--- src/rtl/tron_pkg.sv ---
// tron_pkg -- shared types and helpers for the Tron input controller.
//   state_t        : game FSM states
//   DIR_*          : one-hot direction codes {right,left,down,up}
//   WIN_*          : winner encodings
//   opposite()     : direction that would be a 180-degree reversal
//   is_onehot()    : exactly one bit set
//   sat_inc()      : 4-bit saturating increment
package tron_pkg;

   typedef enum logic [1:0] {
      ST_IDLE,
      ST_COUNTDOWN,
      ST_PLAY,
      ST_OVER
   } state_t;

   localparam logic [3:0] DIR_STOP  = 4'b0000;
   localparam logic [3:0] DIR_UP    = 4'b0001;
   localparam logic [3:0] DIR_DOWN  = 4'b0010;
   localparam logic [3:0] DIR_LEFT  = 4'b0100;
   localparam logic [3:0] DIR_RIGHT = 4'b1000;

   localparam logic [1:0] WIN_NONE = 2'b00;
   localparam logic [1:0] WIN_P1   = 2'b01;
   localparam logic [1:0] WIN_P2   = 2'b10;
   localparam logic [1:0] WIN_DRAW = 2'b11;

   function automatic logic [3:0] opposite(input logic [3:0] d);
      logic [3:0] r;
      case (d)
         DIR_UP:    r = DIR_DOWN;
         DIR_DOWN:  r = DIR_UP;
         DIR_LEFT:  r = DIR_RIGHT;
         DIR_RIGHT: r = DIR_LEFT;
         default:   r = DIR_STOP;
      endcase
      return r;
   endfunction

   function automatic logic is_onehot(input logic [3:0] d);
      return (d != 4'b0000) && ((d & (d - 4'd1)) == 4'b0000);
   endfunction

   function automatic logic [3:0] sat_inc(input logic [3:0] v);
      return (v == 4'hF) ? 4'hF : v + 4'd1;
   endfunction

endpackage

--- src/rtl/tron_input_ctrl_btn_debounce.sv ---
// btn_debounce -- one-bit 2-flop synchronizer followed by a debouncer.
// The clean level follows the synchronized input only after
// DEBOUNCE_CYCLES consecutive samples that differ from the current level.
//   clock, reset : system clock, synchronous active-high reset
//   raw_i        : raw asynchronous button
//   level_o      : debounced, registered level
module btn_debounce #(
   parameter logic [19:0] DEBOUNCE_CYCLES = 20'd500000
) (
   input  logic clock,
   input  logic reset,
   input  logic raw_i,
   output logic level_o
);

   localparam logic [19:0] CNT_LAST = (DEBOUNCE_CYCLES == 20'd0) ? 20'd0
                                                                 : DEBOUNCE_CYCLES - 20'd1;

   logic        sync1_q, sync2_q;
   logic        level_q, level_d;
   logic [19:0] cnt_q, cnt_d;

   always_comb begin
      level_d = level_q;
      cnt_d   = '0;
      if (sync2_q != level_q) begin
         if (cnt_q >= CNT_LAST) begin
            level_d = sync2_q;
         end else begin
            cnt_d = cnt_q + 20'd1;
         end
      end
   end

   always_ff @(posedge clock) begin
      if (reset) begin
         sync1_q <= 1'b0;
         sync2_q <= 1'b0;
         level_q <= 1'b0;
         cnt_q   <= '0;
      end else begin
         sync1_q <= raw_i;
         sync2_q <= sync1_q;
         level_q <= level_d;
         cnt_q   <= cnt_d;
      end
   end

   assign level_o = level_q;

endmodule

--- src/rtl/tron_input_ctrl.sv ---
// tron_input_ctrl -- button conditioning and game-flow FSM for a two-player
// Tron game (IDLE -> COUNTDOWN -> PLAY -> OVER).
//   clock, reset           : system clock, synchronous active-high reset
//   frame_tick             : one-clock pulse per frame end
//   p1_btn, p2_btn [3:0]   : raw buttons {right,left,down,up}
//   start_btn              : raw start button
//   p1_crash, p2_crash     : collision flags, honoured only in PLAY
//   p1_info, p2_info [3:0] : registered one-hot direction (0 = stop)
//   dflt                   : forces both players to start positions
//   winner [1:0]           : 00 none, 01 P1, 10 P2, 11 draw
//   p1_score, p2_score     : saturating round-win counters
module tron_input_ctrl #(
   parameter logic [19:0] DEBOUNCE_CYCLES  = 20'd500000,
   parameter logic [7:0]  COUNTDOWN_FRAMES = 8'd180
) (
   input  logic       clock,
   input  logic       reset,
   input  logic       frame_tick,
   input  logic [3:0] p1_btn,
   input  logic [3:0] p2_btn,
   input  logic       start_btn,
   input  logic       p1_crash,
   input  logic       p2_crash,
   output logic [3:0] p1_info,
   output logic [3:0] p2_info,
   output logic       dflt,
   output logic [1:0] winner,
   output logic [3:0] p1_score,
   output logic [3:0] p2_score
);

   import tron_pkg::*;

   // ---------------- button conditioning ----------------
   logic [8:0] raw_all;
   logic [8:0] lvl_all;

   assign raw_all = {start_btn, p2_btn, p1_btn};

   for (genvar g = 0; g < 9; g++) begin : g_deb
      btn_debounce #(
         .DEBOUNCE_CYCLES(DEBOUNCE_CYCLES)
      ) u_deb (
         .clock  (clock),
         .reset  (reset),
         .raw_i  (raw_all[g]),
         .level_o(lvl_all[g])
      );
   end

   logic [3:0] p1_lvl, p2_lvl;
   logic       start_lvl, start_prev_q, start_press;

   assign p1_lvl      = lvl_all[3:0];
   assign p2_lvl      = lvl_all[7:4];
   assign start_lvl   = lvl_all[8];
   assign start_press = start_lvl & ~start_prev_q;

   // ---------------- game FSM ----------------
   state_t     state_q;
   logic [7:0] frame_cnt_q;
   logic [3:0] p1_cmt_q, p1_pend_q, p2_cmt_q, p2_pend_q;
   logic [3:0] p1_info_q, p2_info_q;
   logic       dflt_q;
   logic [1:0] winner_q;
   logic [3:0] p1_score_q, p2_score_q;

   // A new pending turn is validated against the direction that will be
   // committed after this cycle, so a tick coinciding with a press can never
   // queue a reversal of the freshly committed direction.
   logic [3:0] p1_cmt_nxt, p2_cmt_nxt;
   logic       p1_turn_ok, p2_turn_ok;

   assign p1_cmt_nxt = frame_tick ? p1_pend_q : p1_cmt_q;
   assign p2_cmt_nxt = frame_tick ? p2_pend_q : p2_cmt_q;
   assign p1_turn_ok = is_onehot(p1_lvl) && (p1_lvl != opposite(p1_cmt_nxt));
   assign p2_turn_ok = is_onehot(p2_lvl) && (p2_lvl != opposite(p2_cmt_nxt));

   always_ff @(posedge clock) begin
      if (reset) begin
         state_q      <= ST_IDLE;
         frame_cnt_q  <= '0;
         p1_cmt_q     <= DIR_UP;
         p1_pend_q    <= DIR_UP;
         p2_cmt_q     <= DIR_DOWN;
         p2_pend_q    <= DIR_DOWN;
         p1_info_q    <= DIR_STOP;
         p2_info_q    <= DIR_STOP;
         dflt_q       <= 1'b1;
         winner_q     <= WIN_NONE;
         p1_score_q   <= '0;
         p2_score_q   <= '0;
         start_prev_q <= 1'b0;
      end else begin
         start_prev_q <= start_lvl;
         unique case (state_q)
            ST_IDLE, ST_OVER: begin
               if (start_press) begin
                  state_q     <= ST_COUNTDOWN;
                  frame_cnt_q <= '0;
                  p1_cmt_q    <= DIR_UP;
                  p1_pend_q   <= DIR_UP;
                  p2_cmt_q    <= DIR_DOWN;
                  p2_pend_q   <= DIR_DOWN;
                  winner_q    <= WIN_NONE;
                  dflt_q      <= 1'b1;
                  p1_info_q   <= DIR_STOP;
                  p2_info_q   <= DIR_STOP;
               end
            end
            ST_COUNTDOWN: begin
               if (frame_tick) begin
                  frame_cnt_q <= frame_cnt_q + 8'd1;
                  if (frame_cnt_q + 8'd1 == COUNTDOWN_FRAMES) begin
                     state_q   <= ST_PLAY;
                     dflt_q    <= 1'b0;
                     p1_info_q <= p1_cmt_q;
                     p2_info_q <= p2_cmt_q;
                  end
               end
            end
            ST_PLAY: begin
               if (p1_crash || p2_crash) begin
                  // Crash beats a coincident frame_tick: nothing commits.
                  // {p1_crash,p2_crash} is exactly the winner encoding.
                  state_q   <= ST_OVER;
                  winner_q  <= {p1_crash, p2_crash};
                  p1_info_q <= DIR_STOP;
                  p2_info_q <= DIR_STOP;
                  if (!p1_crash) p1_score_q <= sat_inc(p1_score_q);
                  if (!p2_crash) p2_score_q <= sat_inc(p2_score_q);
               end else begin
                  if (frame_tick) begin
                     p1_cmt_q  <= p1_pend_q;
                     p2_cmt_q  <= p2_pend_q;
                     p1_info_q <= p1_pend_q;
                     p2_info_q <= p2_pend_q;
                  end
                  if (p1_turn_ok) p1_pend_q <= p1_lvl;
                  if (p2_turn_ok) p2_pend_q <= p2_lvl;
               end
            end
         endcase
      end
   end

   assign p1_info  = p1_info_q;
   assign p2_info  = p2_info_q;
   assign dflt     = dflt_q;
   assign winner   = winner_q;
   assign p1_score = p1_score_q;
   assign p2_score = p2_score_q;

endmodule

--- config.mk ---
export PLATFORM = sky130hd
export DESIGN_NAME = tron_input_ctrl
export DESIGN_NICKNAME = d
export VERILOG_FILES = /design/src/rtl/tron_pkg.sv /design/src/rtl/tron_input_ctrl_btn_debounce.sv /design/src/rtl/tron_input_ctrl.sv
export SDC_FILE = /design/constraint.sdc
export NUM_CORES = 1
export LEC_CHECK = 0
export BUFFER_PORTS_ARGS = -buffer_cell sky130_fd_sc_hd__buf_2
export CORE_UTILIZATION = 45
export DETAILED_ROUTE_END_ITERATION = 6
export PLACE_DENSITY = 0.67
export SETUP_SLACK_MARGIN = 0.05
export SLEW_MARGIN = 25
export SYNTH_ARGS = -nofsm -noshare
export SYNTH_HDL_FRONTEND = slang
export SYNTH_SLANG_ARGS = --single-unit
--- constraint.sdc ---
create_clock -name clock -period 4.8 [get_ports clock]
set_clock_uncertainty 0.1 [all_clocks]
set_input_delay 0.96 -clock clock [delete_from_list [all_inputs] [get_ports clock]]
set_output_delay 0.96 -clock clock [all_outputs]
set_load 0.05 [all_outputs]
==> impl_metrics.json, run 1 <==
{
  "synth_xor_area_share_pct": 12.3,
  "antenna_found_initial": 1,
  "ir_drop_uv": 321,
  "drv_cap": 0,
  "avgSynthCellArea_um2": 8.73,
  "finalSetupViolCount": 0,
  "fp.dieW_um": 158,
  "wl_um": 19700,
  "crit_buf_inv": 3,
  "drc": 0,
  "grt_max_degree": 58,
  "numCtsBuffers": 26,
  "leakage_nw": 4.19,
  "dpl.hpwl_um": 13000,
  "coreArea_um2": 23800,
  "post_cts_resized": 0,
  "critPathMaxFanout": 23,
  "criticalPathCategory": "reg -> reg",
  "htree_levels": 1,
  "post-place-ws_ps": 1460,
  "numClockSinks": 253,
  "io_buffers": 32,
  "initial_core_util_pct": 46.4,
  "viasPerCell": 5.20,
  "min_period_over_period_pct": 70.2,
  "core.rowCount": 56,
  "muxShareOfSynthArea_pct": 2.07,
  "worst_setup_path_end_kind": "flip-flop",
  "synth_edf_count": 0,
  "firstDrtPassIters": 5,
  "drtIter0Drc": 422,
  "num_antenna_cells": 0,
  "cts_tree": "done",
  "setup_tns_ps": 0,
  "start_kind": "flip-flop",
  "cts-root-buf": "clkbuf_16",
  "fillers": 2211,
  "io_pins": 33,
  "synth_top_family_by_area": "simple AND/OR/NAND/NOR gates",
  "areaGrowthSynthToFinish_pct": 11.9,
  "hold_viol": 0,
  "synth-seq-area-share_pct": 46.0,
  "place_congestion": 0.794,
  "async_reset_ff_share_pct": 0,
  "grt_use_total_pct": 16.0,
  "r2r_start": "state_q[0]$_SDFFE_PP0P_",
  "critical_path_required_ps": 5090,
  "post-cts-setup-buffers": 0,
  "yosys.area_share.adder_pct": 1.82,
  "worstMarginPinSlew_ps": 918,
  "period_minus_slack_ps": 3370,
  "grt_pass1_vias": 7678,
  "rsz0062_at_grt": "no",
  "status": "complete, no violations",
  "setup_ws_ps": 1430,
  "power.density_nw_per_um2": 380,
  "drtAntennaViolNets": 0,
  "worstSetupStartpoint": "state_q[0]$_SDFFE_PP0P_",
  "min_path_type": "reg -> reg",
  "ys_warn_count": 0,
  "layout.nets": 1316,
  "maxSlewHeadroom_pct": 38.3,
  "cpMaxStageDelayCell": "ha_1",
  "clock_latency_ps": 520,
  "cp_top_family": "compound AO/OA/AOI/OAI gates",
  "syn_inst": 1261,
  "clkTransAtPathRegs_ps": 70,
  "ctsHoldBuffers": 0,
  "crit_chain": "inv_1 > ha_1 > clkinv_1 > nor3_1 > buf_4 > o21a_1 > o21ai_0 > a22oi_1 > nor2_1",
  "dieHeight_um": 158,
  "ys_ff_latch": 253,
  "grt_overflow": 0,
  "yosys.area_share.simple_pct": 26.6,
  "synth_cell_types": 61,
  "cp_slowest_stage_delay_ps": 660,
  "fmax_mhz": 297,
  "worstHoldStart": "g_deb[7].u_deb.sync1_q$_SDFF_PP0_",
  "report.final.slew_viol_count": 0,
  "cp.arrival_ps": 3660,
  "synth_ff_type": "dfxtp_1",
  "grt_pass1_wl_um": 34100,
  "wire_per_inst_um": 12.2,
  "drive_gt1_share_pct": 6.90,
  "synth_area_um2": 11000,
  "clockBufferDepth": 3,
  "synth_compound_area_share_pct": 8.61,
  "vias": 8434,
  "dieArea_um2": 25100
}
==> layout make-up <==
| cell class | instances | area (um2) | share of cell area [%] |
|---|---|---|---|
| Timing Repair Buffer | 36 | 193 | 1.56 |
| Sequential cell | 253 | 5060 | 41.1 |
| Clock buffer | 33 | 718 | 5.83 |
| Inverter | 21 | 78.8 | 0.640 |
| Tap cell | 319 | 399 | 3.24 |
| Multi-Input combinational cell | 948 | 5700 | 46.2 |
| Clock inverter | 13 | 173 | 1.40 |
==> report_power, final <==
part           internal (mW)  total, mW  switching [mW]
registers               2.13       2.16          0.0269
logic                  0.132      0.440           0.308
clock network           1.27       2.08           0.807
==> path summary, 6_finish.rpt <==
path	slack [ps]	end	depth (start not counted)
setup / recovery	1430	p2_cmt_q[0]$_SDFFE_PP0P_	9
hold / removal	340	g_deb[7].u_deb.sync2_q$_SDFF_PP0_	1
setup reg to reg	1430	p2_cmt_q[0]$_SDFFE_PP0P_	9
hold reg to reg	340	g_deb[7].u_deb.sync2_q$_SDFF_PP0_	1
==> cells in the final DEF (no fill, tap or decap), types with 9 or more instances in the layout <==
cell type,instances
dfxtp_1,253
nor3b_1,9
o21ai_0,25
nand2_1,95
conb_1,9
a22oi_1,15
nor2b_1,23
and4_1,15
and3_1,28
mux2i_1,16
clkbuf_16,27
nor2_1,244
buf_2,31
nand4_1,29
or3_1,16
xor2_1,97
nand3_1,87
ha_1,16
xnor2_1,58
nor3_1,25
inv_1,20
a21oi_1,30
==> layer usage <==
| metal | vias up | GRT usage [%] | part of all wire, % | wire length, um |
|---|---|---|---|---|
| met1 | 3935 | 21.0 | 50 | 9780 |
| met5 | - | 0 | 0 | 0 |
| met4 | 0 | 4.03 | 2.0 | 388 |
| met3 | 24 | 2.72 | 3.0 | 595 |
| met2 | 73 | 27.0 | 45 | 8960 |
| li1 | 4402 | - | - | - |
==> worst register-to-register path, delay by kind of cell, from the launching register on <==
| kind | cells | cell delay [ps] |
|---|---|---|
| AO/OA/AOI/OAI | 3 | 900 |
| adder cells (fa/ha/maj) | 1 | 660 |
| buffers and inverters | 3 | 780 |
| flip-flops | 1 | 330 |
| AND/OR/NAND/NOR | 2 | 480 |
==> per-stage QoR <==
stage | hold WS [ps] | total power, mW | cells | utilization [%] | cell area (um2)
6_report | 338 | 4.68 | 1623 | 51.9 | 12300
4_1_cts | 343 | 4.75 | 1623 | 51.9 | 12300
5_1_grt | 351 | 4.87 | 1623 | 51.9 | 12300
3_3_place_gp | 318 | 2.64 | 1577 | 48.1 | 11400
3_5_place_dp | 325 | 2.65 | 1577 | 48.1 | 11400
2_1_floorplan | 313 | 2.54 | 1269 | - | 11000
==> cell families (layout without fill, tap and decap cells) <==
family	Yosys count	after routing
buffers and inverters	68	103
adder cells (fa/ha/maj)	16	16
XOR/XNOR	155	155
flip-flops	253	253
multiplexers	22	22
other	1	9
AO/OA/AOI/OAI	137	137
AND/OR/NAND/NOR	609	609
==> synthesized netlist by cell type, drive strengths merged, types with 2 or more instances <==
master	number	area [um2]
or3	16	100
buf	21	106
or3b	2	17.5
mux2	6	67.6
dfxtp	253	5060
a311oi	5	43.8
xor2	97	850
and2	2	12.5
ha	16	200
mux2i	16	160
o41a	3	33.8
or2	5	31.3
a21o	5	37.5
and4	16	143
a31oi	8	50.1
and3	28	175
a41oi	5	43.8
a22o	8	70.1
a211oi	2	27.5
nand2	95	357
nor4b	5	43.8
clkbuf	26	97.6
o21ai	27	135
xnor2	58	508
o22ai	4	25.0
o21a	3	22.5
and3b	3	26.3
nand4b	2	17.5
inv	20	75.1
nor2b	23	144
or4	4	30.0
nand4	29	181
o221ai	8	70.1
a21oi	30	150
nor4	8	50.1
o41ai	5	43.8
nand3	87	435
nor3	25	125
o31ai	4	30.0
nor3b	9	67.6
and4b	2	20.0
nand2b	2	12.5
a22oi	15	113
nor2	244	916
==> state kept, by name, indices dropped and copies added (netlist names) <==
signal,count
frame_cnt_q,8
g_deb.u_deb.sync2_q,9
p2_pend_q,4
p1_cmt_q,4
state_q,2
winner,2
p1_pend_q,4
p2_info,4
g_deb.u_deb.cnt_q,180
p2_cmt_q,4
dflt,1
p1_info,4
g_deb.u_deb.level_o,9
start_prev_q,1
p1_score,4
g_deb.u_deb.sync1_q,9
p2_score,4
(Power assumes the default switching activity.)
==> inputs of run 2 (changes only) <==
ABC_AREA = 1   (was not set)
clock period = 3.5 ns   (was 4.8 ns; I/O delays follow)
==> impl_metrics.json, run 2 <==
{
  "start_kind": "flip-flop",
  "wl_um": 23400,
  "maxSlewHeadroom_pct": 57.2,
  "power.density_nw_per_um2": 510,
  "synth_edf_count": 0,
  "cts-root-buf": "clkbuf_16",
  "worst_setup_path_end_kind": "flip-flop",
  "synth_cell_types": 58,
  "clockBufferDepth": 3,
  "final_cells": 2044,
  "synth_area_um2": 12500,
  "place_congestion": 0.848,
  "criticalPathCategory": "reg -> reg",
  "clkTransAtPathRegs_ps": 60,
  "htree_levels": 1,
  "syn_inst": 1640,
  "drc": 0,
  "grt_pass1_wl_um": 41100,
  "period_minus_slack_ps": 2410,
  "ir_drop_uv": 367,
  "status": "complete, no violations",
  "initial_core_util_pct": 46.1,
  "setup_tns_ps": 0,
  "cts_tree": "done",
  "finalSetupViolCount": 0,
  "fmax_mhz": 414,
  "numClockSinks": 253,
  "grt_overflow": 0,
  "worstMarginPinSlew_ps": 640,
  "clock_latency_ps": 530,
  "leakage_nw": 5.11,
  "viasPerCell": 4.84,
  "areaGrowthSynthToFinish_pct": 11.1,
  "drtAntennaViolNets": 0,
  "layout_common_cells": "nand2_1, nor2_1, dfxtp_1, inv_1, nand3_1",
  "drv_cap": 0,
  "fp.dieW_um": 168,
  "numCtsBuffers": 28,
  "fillers": 2607,
  "final_util_pct": 51.2,
  "firstDrtPassIters": 5,
  "antenna_found_initial": 1,
  "top_register": "g_deb.u_deb.cnt_q",
  "power_mw": 7.06,
  "synth_top_area_share_pct": 40.7,
  "grt_max_degree": 44,
  "io_buffers": 32,
  "dpl.cell_count": 1992,
  "io_pins": 33,
  "wire_per_inst_um": 11.4,
  "core.rowCount": 60,
  "avgSynthCellArea_um2": 7.59,
  "dieHeight_um": 168,
  "hold_viol": 0,
  "async_reset_ff_share_pct": 0,
  "dieArea_um2": 28300,
  "cp.arrival_ps": 2730,
  "largest_reg_flops": 180,
  "post_cts_resized": 0,
  "yosysTopAreaCell": "dfxtp_1",
  "min_path_type": "in -> reg",
  "synth_ff_type": "dfxtp_1",
  "min_period_over_period_pct": 69.0,
  "post-cts-setup-buffers": 0,
  "vias": 9892,
  "critPathMaxFanout": 21,
  "ys_warn_count": 0,
  "ys_top_cells_by_count": "nand2_1, nor2_1, dfxtp_1, inv_1, nand3_1",
  "grt_pass1_vias": 9404,
  "synth_area_leaders": "dfxtp_1, nand2_1, nor2_1",
  "rsz0062_at_grt": "no",
  "ys_ff_latch": 253,
  "dpl.hpwl_um": 16500,
  "ctsHoldBuffers": 0,
  "grt_use_total_pct": 16.9,
  "drive_gt1_share_pct": 13.6,
  "finalHoldWorstSlack_ps": 281,
  "yosys.cell_count.top_type": "nand2_1",
  "synth-seq-area-share_pct": 40.7,
  "coreArea_um2": 27000,
  "drtIter0Drc": 641,
  "layout.nets": 1711,
  "layout_commonest_cell": "nand2_1",
  "critical_path_required_ps": 3820,
  "report.final.slew_viol_count": 0
}
[run 2: cells by family after synthesis]
group / count (synthesis) / share of synthesized area (%)
buffers and inverters: 253 / 8.47
multiplexers: 1 / 0.0804
adder cells (fa/ha/maj): 16 / 1.61
AND/OR/NAND/NOR: 855 / 34.3
other: 1 / 0.0301
flip-flops: 253 / 40.7
AO/OA/AOI/OAI: 152 / 7.12
XOR/XNOR: 109 / 7.73
[run 2: layout make-up]
cell class | count | area, um2 | share of cell area (%)
diodes | 1 | 2.50 | 0.0181
well taps | 341 | 427 | 3.08
clock inverters | 6 | 55.1 | 0.398
clock buffers | 45 | 906 | 6.55
multi-input cells | 1142 | 6360 | 46.0
repair buffers | 35 | 183 | 1.32
flip-flops and latches | 253 | 5060 | 36.6
inverters | 221 | 836 | 6.04
[run 2: power by group]
group	switching [mW]	internal (mW)	leakage [nW]
Combinational	0.696	0.300	2.58
Sequential	0.0885	2.99	2.05
Clock	1.15	1.83	0.482
[run 2: path summary, 6_finish.rpt]
check / start / to / slack, ps / cells past startpoint
worst max-delay path: state_q[0]$_SDFFE_PP0P_ / p2_pend_q[3]$_SDFFE_PP0P_ / 1090 / 10
worst min-delay path: start_btn / g_deb[8].u_deb.sync1_q$_SDFF_PP0_ / 280 / 3
worst max register to register: state_q[0]$_SDFFE_PP0P_ / p2_pend_q[3]$_SDFFE_PP0P_ / 1090 / 10
worst min register to register: g_deb[6].u_deb.sync1_q$_SDFF_PP0_ / g_deb[6].u_deb.sync2_q$_SDFF_PP0_ / 300 / 2
[run 2: layer usage]
metal,wire length [um],global-route usage (%)
met5,0,0
met4,541,4.98
met3,746,2.54
met2,10700,29.0
met1,11400,21.8
[run 2: critical path: stages (launching register included)]
cell	delay, ps
dfxtp_1	380
inv_1	60
ha_1	340
inv_2	160
nor2_1	90
inv_1	140
o211ai_2	230
inv_1	530
nand3_1	140
nand2_1	90
nor2_1	50
[run 2: stage by stage]
step | setup slack [ps] | area, um2
after global placement | 1010 | 12900
after floorplan | 1610 | 12500
after detailed placement | 998 | 12900
after CTS | 1100 | 13800
after global routing | 859 | 13800
final | 1090 | 13800
==> inputs of run 3 (changes only) <==
ABC_AREA = 0   (was 1)
PLACE_DENSITY = 0.69   (was 0.67)
clock period = 2.1 ns   (was 3.5 ns; I/O delays follow)
==> impl_metrics.json, run 3 (same netlist as run 1, synthesis figures left out) <==
{
  "place_congestion": 0.854,
  "fp.dieW_um": 158,
  "grt_max_degree": 32,
  "min_path_type": "in -> reg",
  "fmax_mhz": 472,
  "wl_um": 23500,
  "violations": "setup timing",
  "rsz0062_at_grt": "yes",
  "clock_latency_ps": 540,
  "coreArea_um2": 23800,
  "dieHeight_um": 158,
  "antenna_found_initial": 0,
  "finalSetupViolCount": 1,
  "setup_ws_ps": -17.6,
  "power.density_nw_per_um2": 775,
  "numCtsBuffers": 27,
  "cp.arrival_ps": 2450,
  "dpl.hpwl_um": 14400,
  "ir_drop_uv": 706,
  "top_register": "g_deb.u_deb.cnt_q",
  "drv_cap": 0,
  "grt_use_total_pct": 18.0,
  "grt_overflow": 0,
  "drc": 0,
  "numClockSinks": 253,
  "htree_levels": 1,
  "core.rowCount": 56,
  "grt_pass1_wl_um": 38000,
  "report.final.slew_viol_count": 0,
  "start_kind": "flip-flop",
  "cp_top_family": "simple AND/OR/NAND/NOR gates",
  "final_util_pct": 60.5,
  "clkTransAtPathRegs_ps": 60,
  "drtIter0Drc": 517,
  "cp_slowest_stage_delay_ps": 410,
  "period_minus_slack_ps": 2120,
  "crit_buf_inv": 0,
  "leakage_nw": 4.99,
  "layout.nets": 1436,
  "num_antenna_cells": 0,
  "layout_common_cells": "dfxtp_1, nor2_1, xor2_1, nand2_1, buf_4",
  "cpMaxStageDelayCell": "or3b_4",
  "io_pins": 33,
  "dieArea_um2": 25100,
  "finalHoldWorstSlack_ps": 15.1,
  "wire_per_inst_um": 13.5,
  "initial_core_util_pct": 46.4,
  "drtAntennaViolNets": 0,
  "critical_path_required_ps": 2430,
  "status": "finished, violations left",
  "areaGrowthSynthToFinish_pct": 30.4,
  "hold_viol": 0,
  "clockBufferDepth": 3,
  "firstDrtPassIters": 5,
  "viasPerCell": 5.26,
  "largest_reg_flops": 180,
  "vias": 9169,
  "worst_setup_path_end_kind": "flip-flop",
  "criticalPathCategory": "reg -> reg",
  "min_period_over_period_pct": 101,
  "crit_chain": "ha_4 > nand3_2 > and4bb_1 > a311oi_1 > or3b_4 > a211oi_4 > mux2_4",
  "critPathMaxFanout": 5,
  "layout_commonest_cell": "dfxtp_1",
  "cts_tree": "done",
  "cts-root-buf": "clkbuf_16",
  "grt_pass1_vias": 8386,
  "io_buffers": 32,
  "drive_gt1_share_pct": 25.2
}
[run 3: cell types whose count changed in the layout (fill, tap and decap cells not counted), moves of 18 or more]
cell / previous run / this run
nor2_2: 42 / 18
and3_1: 2 / 28
inv_1: 209 / 19
nand2_2: 19 / 1
dfxtp_1: 253 / 232
nand2_1: 290 / 94
a21oi_1: 67 / 24
xor2_1: 78 / 97
nor2_1: 255 / 162
nor2_4: 19 / 64
buf_4: 3 / 93
nor2b_1: 0 / 22
o21ai_0: 42 / 21
xnor2_1: 30 / 58
[run 3: cell type report]
| cell class | instances | area (um2) |
|---|---|---|
| inverter | 21 | 78.8 |
| sequential | 253 | 5100 |
| timing repair buffer | 155 | 1350 |
| clock buffer | 39 | 801 |
| tap | 319 | 399 |
| multi-input combinational | 948 | 6510 |
| fill | 1987 | 9390 |
| clock inverter | 9 | 113 |
[run 3: path summary, 6_finish.rpt]
check	to	cells after the start	startpoint	slack [ps]
max	state_q[0]$_SDFFE_PP0P_	7	frame_cnt_q[1]$_SDFFE_PP0P_	-20
min	g_deb[2].u_deb.sync1_q$_SDFF_PP0_	2	p1_btn[2]	20
max reg2reg	state_q[0]$_SDFFE_PP0P_	7	frame_cnt_q[1]$_SDFFE_PP0P_	-20
min reg2reg	g_deb[7].u_deb.cnt_q[0]$_SDFF_PP0_	1	g_deb[7].u_deb.cnt_q[0]$_SDFF_PP0_	340
[run 3: routing by layer]
layer	wire [um]	GRT usage [%]	vias to the layer above
li1	-	-	4650
met1	11000	23.2	4346
met2	11300	30.9	126
met3	732	2.91	47
met4	486	4.90	0
met5	0	0	-
[run 3: metrics by stage]
stage	setup slack, ps	instance area [um2]	instances	TNS [ps]	power (mW)
floorplan	-55.9	11200	1269	-180	5.82
global placement	-122	12200	1658	-702	6.23
detailed placement	-189	12200	1658	-1270	6.24
CTS	-48.6	13400	1722	-48.6	11.1
global route	-80.7	14400	1744	-1470	11.6
finish	-17.6	14400	1744	-17.6	11.1
[run 3: where the power goes]
part           switching (mW)  total, mW  internal [mW]
clock                    1.92       4.81           2.89
combinational           0.825       1.38          0.558
sequential             0.0619       4.94           4.88
[run 3: repair_timing]
item,in CTS,in global routing
buffers inserted,4,13
gates cloned,8,9
setup endpoints to repair,154,179
hold endpoints to repair,4,0
hold buffers,4,0
gates resized for setup,60,188
pin swaps,22,81
